File: src/rtl/bcd_pkg.sv
// rtl/bcd_pkg.sv - shared constants and state type for the binary-to-BCD converter
package bcd_pkg;

    localparam int BCD_DIGIT_W = 4;
    localparam logic [BCD_DIGIT_W-1:0] ADJ_THRESH = 4'd5;
    localparam logic [BCD_DIGIT_W-1:0] ADJ_ADD    = 4'd3;

    typedef enum logic [0:0] {
        IDLE = 1'b0,
        CONV = 1'b1
    } state_t;

    // Evaluated at elaboration only, to check that DIGITS covers the input range
    function automatic longint unsigned pow10(input int n);
        longint unsigned acc;
        acc = 64'd1;
        for (int i = 0; i < n; i++) begin
            acc = acc * 64'd10;
        end
        return acc;
    endfunction

endpackage

File: src/rtl/bcd_digit_adj.sv
// rtl/bcd_digit_adj.sv - double-dabble digit correction: add 3 when the digit is 5 or more
module bcd_digit_adj
    import bcd_pkg::*;
(
    input  logic [BCD_DIGIT_W-1:0] digit,
    output logic [BCD_DIGIT_W-1:0] adj
);

    assign adj = (digit >= ADJ_THRESH) ? (digit + ADJ_ADD) : digit;

endmodule

File: src/rtl/bin_to_bcd_seq.sv
// rtl/bin_to_bcd_seq.sv - sequential shift-and-add-3 binary to packed BCD converter (optional BCD_SIGNED_INPUT_EN)
module bin_to_bcd_seq
    import bcd_pkg::*;
#(
    parameter int IN_WIDTH = 26,
    parameter int DIGITS   = 8
) (
    input  logic                          clk,
    input  logic                          rst_n,
    input  logic                          start,
    input  logic [IN_WIDTH-1:0]           bin_in,
    output logic                          busy,
    output logic                          done,
    output logic [DIGITS*BCD_DIGIT_W-1:0] bcd_out,
    output logic                          neg
);

    localparam int BCD_W = DIGITS * BCD_DIGIT_W;
    localparam int CNT_W = (IN_WIDTH > 1) ? $clog2(IN_WIDTH) : 1;
    localparam logic [CNT_W-1:0] LAST_ITER = CNT_W'(IN_WIDTH - 1);
    localparam longint unsigned MAX_BIN = (64'd1 << IN_WIDTH) - 64'd1;

    if (pow10(DIGITS) <= MAX_BIN) begin : g_range_check
        $error("bin_to_bcd_seq: DIGITS too small for IN_WIDTH");
    end

    state_t              state;
    logic [CNT_W-1:0]    cnt;
    logic [IN_WIDTH-1:0] shift_bin;
    logic [BCD_W-1:0]    bcd_work;
    logic [BCD_W-1:0]    bcd_adj;
    logic [BCD_W-1:0]    bcd_next;
    logic [IN_WIDTH-1:0] bin_next;
    logic [IN_WIDTH-1:0] load_val;

    for (genvar d = 0; d < DIGITS; d++) begin : g_adj
        bcd_digit_adj u_adj (
            .digit (bcd_work[d*BCD_DIGIT_W +: BCD_DIGIT_W]),
            .adj   (bcd_adj[d*BCD_DIGIT_W +: BCD_DIGIT_W])
        );
    end

    assign {bcd_next, bin_next} = {bcd_adj, shift_bin} << 1;

`ifdef BCD_SIGNED_INPUT_EN
    logic neg_pend;

    // Magnitude of the most negative value is 2^(IN_WIDTH-1), which still fits unsigned
    assign load_val = bin_in[IN_WIDTH-1]
                    ? ((~bin_in) + {{(IN_WIDTH-1){1'b0}}, 1'b1})
                    : bin_in;
`else
    assign load_val = bin_in;
    assign neg      = 1'b0;
`endif

    always_ff @(posedge clk or negedge rst_n) begin
        if (!rst_n) begin
            state     <= IDLE;
            cnt       <= '0;
            shift_bin <= '0;
            bcd_work  <= '0;
            bcd_out   <= '0;
            busy      <= 1'b0;
            done      <= 1'b0;
`ifdef BCD_SIGNED_INPUT_EN
            neg_pend  <= 1'b0;
            neg       <= 1'b0;
`endif
        end else begin
            done <= 1'b0;
            case (state)
                IDLE: begin
                    busy <= 1'b0;
                    if (start) begin
                        shift_bin <= load_val;
                        bcd_work  <= '0;
                        cnt       <= '0;
                        state     <= CONV;
`ifdef BCD_SIGNED_INPUT_EN
                        neg_pend  <= bin_in[IN_WIDTH-1];
`endif
                    end
                end
                CONV: begin
                    shift_bin <= bin_next;
                    bcd_work  <= bcd_next;
                    cnt       <= cnt + 1'b1;
                    if (cnt == LAST_ITER) begin
                        // Final shift lands straight in the display register
                        bcd_out <= bcd_next;
                        done    <= 1'b1;
                        busy    <= 1'b0;
                        cnt     <= '0;
                        state   <= IDLE;
`ifdef BCD_SIGNED_INPUT_EN
                        neg     <= neg_pend;
`endif
                    end else begin
                        busy <= 1'b1;
                    end
                end
                default: state <= IDLE;
            endcase
        end
    end

endmodule
File: config.mk
export PLATFORM = sky130hd
export DESIGN_NAME = bin_to_bcd_seq
export DESIGN_NICKNAME = d
export VERILOG_FILES = /design/src/rtl/bcd_pkg.sv /design/src/rtl/bcd_digit_adj.sv /design/src/rtl/bin_to_bcd_seq.sv
export SDC_FILE = /design/constraint.sdc
export NUM_CORES = 1
export LEC_CHECK = 0
export CORE_MARGIN = 5
export CORE_UTILIZATION = 59
export DETAILED_ROUTE_END_ITERATION = 16
export GPL_TIMING_DRIVEN = 0
export MAX_ROUTING_LAYER = met4
export PLACE_DENSITY = 0.91
export SYNTH_ARGS = -nofsm -noshare
export SYNTH_HDL_FRONTEND = slang
export SYNTH_HIERARCHICAL = 1
export SYNTH_SLANG_ARGS = --single-unit
File: constraint.sdc
create_clock -name clk -period 3.1 [get_ports clk]
set_clock_uncertainty 0.1 [all_clocks]
set_input_delay 0.62 -clock clk [delete_from_list [all_inputs] [get_ports clk]]
set_output_delay 0.62 -clock clk [all_outputs]
set_load 0.02 [all_outputs]
==> results of run 1 <==
sequential cells by signal, indices dropped and copies added (netlist names):
register   cells
done           1
busy           1
bcd_out       32
cnt            5
shift_bin     26
state          1
bcd_work      32
stage by stage:
| stage | cells | hold WS [ps] | worst slack (ps) | total power, mW |
|---|---|---|---|---|
| global route | 593 | 86.8 | 966 | 6.21 |
| finish | 593 | 86.4 | 1020 | 5.79 |
| detailed placement | 577 | 376 | 1320 | 4.85 |
| CTS | 593 | 83.7 | 1000 | 5.83 |
| floorplan | 413 | 224 | 1470 | 4.03 |
| global placement | 576 | 363 | -2240 | 4.65 |
worst paths after layout:
kind / startpoint / endpoint / cells past startpoint
worst min register to register: shift_bin[23]$_DFFE_PN0P_ / shift_bin[24]$_DFFE_PN0P_ / 2
worst max register to register: cnt[0]$_DFFE_PN0P_ / bcd_out[0]$_DFFE_PN0P_ / 5
worst max-delay path: bcd_out[1]$_DFFE_PN0P_ / bcd_out[1] / 1
worst min-delay path: rst_n / bcd_out[24]$_DFFE_PN0P_ / 1
max in group asynchronous: rst_n / bcd_out[0]$_DFFE_PN0P_ / 2
min in group clk: shift_bin[23]$_DFFE_PN0P_ / shift_bin[24]$_DFFE_PN0P_ / 2
cell type report:
| cell class | count | area (um2) | share of cell area [%] |
|---|---|---|---|
| repair buffers | 62 | 636 | 11.0 |
| well taps | 102 | 128 | 2.21 |
| inverters | 19 | 71.3 | 1.24 |
| clock buffers | 12 | 165 | 2.86 |
| clock inverters | 4 | 72.6 | 1.26 |
| multi-input cells | 275 | 2120 | 36.8 |
| flip-flops and latches | 98 | 2450 | 42.5 |
| plain buffers | 21 | 123 | 2.13 |
cells in the final DEF (no fill, tap or decap):
cell type,instances
buf_16,1
nand2b_1,17
xnor2_1,8
nand2_2,1
nand2_1,62
buf_6,3
clkinvlp_4,1
mux2_2,3
mux2_4,29
o21ai_0,36
ha_1,18
clkbuf_8,12
clkinv_2,1
mux2i_1,34
nor2_1,11
and4b_1,1
bufinv_16,2
nor2b_1,1
or3b_2,2
a21oi_2,8
buf_4,4
dfrtp_1,98
buf_2,8
a22o_1,32
nand3_1,2
o211ai_1,2
o21ai_1,7
clkbuf_1,7
clkdlybuf4s50_1,60
inv_1,19
conb_1,1
power by group through the flow:
stage	registers (mW)	clock network, mW	logic (mW)
final	2.21	0.952	2.62
after global routing	2.29	1.03	2.89
after CTS	2.21	0.971	2.65
after detailed placement	2.23	0	2.62
after global placement	2.20	0	2.46
after floorplan	2.32	0	1.71
layer usage:
metal,wire length (um),up-vias,GRT usage (%)
met5,0,-,-
met4,121,0,5.67
met3,469,10,4.79
met2,4860,75,34.7
met1,4050,1616,26.1
li1,-,1558,-
==> summary.txt, run 1 <==
R2R Setup Slk - 1300 ps
DRT antenna net count - 0
post-synthesis net count - 460
minimum clock period - 2080 ps
cell-by-cell trace of the critical path - clkdlybuf4s50_1
Data arrival, critical path - 1360 ps
RSZ-0062 raised after global routing - no
Post-DP Area - 5530 um2
Tcrit/Tclk final - 67.2%
final hold vios - 0
Worst-path clk slew - 90 ps
Comb power frac - 45.3%
Total GRT Usage - 21.0%
# diodes - 0
Initial DRT Pass Iterations - 4
internal power - 3.70 mW
leakage power total - 2.81 nW
CP max stage cell - clkdlybuf4s50_1
Iteration-0 DRC Markers - 142
Max rail drop VDD - 0.000384 V
Required @ worst endpoint - 2380 ps
core area - 7810 um2
Rows - 32
Setup Fix Bufs, Post-CTS - 0
htree depth - 3
CTS Buf Count - 9
Final Wtd Congestion - 0.822
Mapped Cells - 413
first-pass GRT wire length - 16,400 um
final instance area - 5770 um2
PD cells - 1000 nW/um2
largest net degree at the start of global routing - 70
CTS max path bufs - 2
Num Clock Sinks - 98
die footprint - 9980 um2
hold buffer count at cts - 0
fmax - 480 MHz
status - completed
Ys Warns - 6
TritonCTS clock tree - done
Clk network pwr share - 16.5%
drt drc - 0
height of the die - 99.9 um
# setup viols final - 0
switching power as a share of total power - 36.1%
Critical Setup Path Class - flip-flop to output pin
Flop pwr share - 38.2%
Largest delay share family, worst path - buffers and inverters
Critical Path Source Type - flip-flop
Final Net Count - 533
initial antenna violation count - 0
# IOs - 64
worst-skew pair later-pin latency - 360 ps
Synth-to-Final Area Change - 21.0%
Syn Area/Cell - 11.5 um2
type of destination of the critical path - output pin
via count - 3,259
Starting Density - 61.0%
vias per inst - 5.50
die width - 99.9 um
Syn Std Cell Area - 4770 um2
port buffer count - 61
critical path fanouts, max - 2
post-layout util - 73.9%
max incr delay on CP - 620 ps
Final Routed Wirelength - 9500 um
HPWL Detailed - 6900 um
total grt overflow - 0
sw power - 2.09 mW
Buf/Inv on CP - 1
share of cells above drive strength 1 - 15.3%
vias in the first global route - 3,476
Slew Viols, Final - 0
CTS resizes - 0
Max Cap Viol - 0
FILL cells - 539
WL/cell - 16.0 um
clk root buf - clkbuf_8
Fin Setup TNS - 0 ps
Hold Path Class - input pin to asynchronous set/reset pin
(Power assumes the default switching activity.)
==> run 2: changes to the inputs <==
- CORE_UTILIZATION: 59 -> 50
- PLACE_DENSITY: 0.91 -> 0.82
- clock period: 3.1 -> 1.7 ns (I/O delays scaled with it)
==> summary.txt, run 2 (synthesis gave the netlist of run 1 again) <==
Max rail drop VDD - 0.000694 V (was 0.000384 V)
height of the die - 108 um (was 99.9 um)
Slew Viols, Final - 0 (unchanged)
die width - 108 um (was 99.9 um)
Max Cap Viol - 0 (unchanged)
clk root buf - clkbuf_8 (unchanged)
Required @ worst endpoint - 1850 ps (was 2380 ps)
Num Clock Sinks - 98 (unchanged)
CTS Buf Count - 9 (unchanged)
switching power as a share of total power - 37.7% (was 36.1%)
Iteration-0 DRC Markers - 151 (was 142)
Critical Path Source Type - flip-flop (unchanged)
CTS max path bufs - 2 (unchanged)
Final Routed Wirelength - 9370 um (was 9500 um)
most frequent cells in the layout - 94 x dfrtp_1, 62 x nand2_1, 36 x o21ai_0, 34 x dlygate4sd2_1, 32 x a22o_1 (was 98 x dfrtp_1, 62 x nand2_1, 60 x clkdlybuf4s50_1, 36 x o21ai_0, 34 x mux2i_1)
Data arrival, critical path - 1820 ps (was 1360 ps)
Starting Density - 51.3% (was 61.0%)
worst hold stages - 3
Final Net Count - 539 (was 533)
HPWL Detailed - 6750 um (was 6900 um)
die footprint - 11,600 um2 (was 9980 um2)
Hold Path Class - input pin to flip-flop (was input pin to asynchronous set/reset pin)
fmax - 598 MHz
Regs by FF count - bcd_out: 32 flops, bcd_work: 32 flops, shift_bin: 26 flops (unchanged)
area of the multi-input gates - 2190 um2 (was 2120 um2)
initial antenna violation count - 0 (unchanged)
leakage power total - 2.93 nW (was 2.81 nW)
Total GRT Usage - 17.3% (was 21.0%)
Synth-to-Final Area Change - 22.8% (was 21.0%)
# diodes - 0 (unchanged)
Rel. slew slack - 54.3%
minimum clock period - 1670 ps
core area - 9280 um2 (was 7810 um2)
htree depth - 3 (unchanged)
Reg area - 2460 um2 (was 2450 um2)
# setup viols final - 0 (unchanged)
vias in the first global route - 3,411 (was 3,476)
Final Wtd Congestion - 0.827 (was 0.822)
worst slew pin tran - 685 ps
worst-skew pair later-pin latency - 360 ps (about the same)
FILL cells - 748 (was 539)
sw power - 3.93 mW (was 2.09 mW)
internal power - 6.50 mW (was 3.70 mW)
RSZ-0062 raised after global routing - yes (was no)
vias per inst - 5.29 (was 5.50)
share of cells above drive strength 1 - 19.7% (was 15.3%)
largest net degree at the start of global routing - 56 (was 70)
# IOs - 64 (unchanged)
reg2reg path depth - 6 (was 5)
most common cell after layout, fill and taps aside - dfrtp_1 (unchanged)
port buffer count - 61 (unchanged)
Critical Setup Path Class - flip-flop to flip-flop (was flip-flop to output pin)
PD cells - 1780 nW/um2 (was 1000 nW/um2)
type of destination of the critical path - flip-flop (was output pin)
Worst-path clk slew - 90 ps (about the same)
first-pass GRT wire length - 15,800 um (was 16,400 um)
Initial DRT Pass Iterations - 4 (unchanged)
TritonCTS clock tree - done (unchanged)
post-layout total power - 10.4 mW (was 5.79 mW)
critical path fanouts, max - 10 (was 2)
Tcrit/Tclk final - 98.4%
Clk network pwr share - 14.4% (was 16.5%)
total grt overflow - 0 (unchanged)
Comb power frac - 47.1% (was 45.3%)
Rows - 35 (was 32)
Flop pwr share - 38.5% (was 38.2%)
via count - 3,309 (was 3,259)
WL/cell - 15.0 um (was 16.0 um)
status - completed (unchanged)
post-layout util - 63.1% (was 73.9%)
drt drc - 0 (unchanged)
final hold vios - 0 (unchanged)
DRT antenna net count - 0 (unchanged)
## run 2: cell types whose count changed in the layout (fill, tap and decap cells not counted), sizes merged
cell           delta
dlygate4sd3       +1
clkbuf            -1
bufinv            -1
dlygate4sd2      +34
buf               +5
clkdlybuf4s50    -34
inv               +1
clkinvlp          +1
## run 2: critical path, stage by stage, from the launching register on
cell and delay [ps]:
dfrtp_1 390, inv_1 60, ha_1 180, and4b_1 240, nand2_4 130, buf_8 170
mux2_4 300
## run 2: metrics by stage
step | std cells | instance area, um2 | setup WS, ps | hold slack (ps) | TNS, ps
floorplan | 413 | 4770 | 70.8 | -55.6 | 0
global placement | 603 | 5540 | -3400 | 363 | -333560
detailed placement | 604 | 5560 | -80.4 | 334 | -1790
CTS | 622 | 5740 | -14.2 | 316 | -145
global route | 626 | 5850 | -62.7 | 336 | -290
finish | 626 | 5850 | 26.7 | 327 | 0
## run 2: path summary, 6_finish.rpt
| kind | start | end | slack [ps] |
|---|---|---|---|
| max | cnt[1]$_DFFE_PN0P_ | bcd_out[19]$_DFFE_PN0P_ | 30 |
| min reg2reg | shift_bin[6]$_DFFE_PN0P_ | shift_bin[7]$_DFFE_PN0P_ | 400 |
| min | start | shift_bin[1]$_DFFE_PN0P_ | 330 |
| max in group asynchronous | rst_n | cnt[1]$_DFFE_PN0P_ | 360 |
| max reg2reg | cnt[1]$_DFFE_PN0P_ | bcd_out[19]$_DFFE_PN0P_ | 30 |
| min in group asynchronous | rst_n | bcd_out[22]$_DFFE_PN0P_ | 460 |
## run 2: layout make-up
| cell class | instances | area share [%] |
|---|---|---|
| inverter | 19 | 1.22 |
| clock inverter | 5 | 1.07 |
| clock buffer | 11 | 2.24 |
| buffer | 21 | 2.46 |
| multi-input combinational | 275 | 37.5 |
| sequential | 98 | 42.0 |
| timing repair buffer | 68 | 10.8 |
| tap | 129 | 2.76 |
## run 2: power by group through the flow
stage	combinational [mW]	sequential (mW)	clock, mW
floorplan	3.11	4.24	0
global placement	4.52	4.00	0
detailed placement	4.79	4.05	0
CTS	4.65	3.99	1.55
global route	5.42	4.15	1.64
finish	4.92	4.01	1.50
## run 2: per-layer routing
layer	share of wire, %	track usage [%]	vias to the layer above
li1	-	-	1572
met1	45	22.5	1646
met2	48	27.1	78
met3	5.1	4.56	13
met4	1.6	4.51	0
met5	0	-	-
## run 2: timing repair
| action | in CTS | in global routing |
|---|---|---|
| resized for setup | 37 | 25 |
| endpoints found under the hold margin | 54 | 0 |
| buffers inserted | 1 | 4 |
| pin swaps | 0 | 9 |
| setup endpoints to repair | 63 | 39 |
| hold buffers | 1 | 0 |
==> run 3: changes to the inputs <==
- ABC_AREA: unset -> 0
==> results of run 3 <==
Final layout, timing and power as in run 2 (identical DEF).
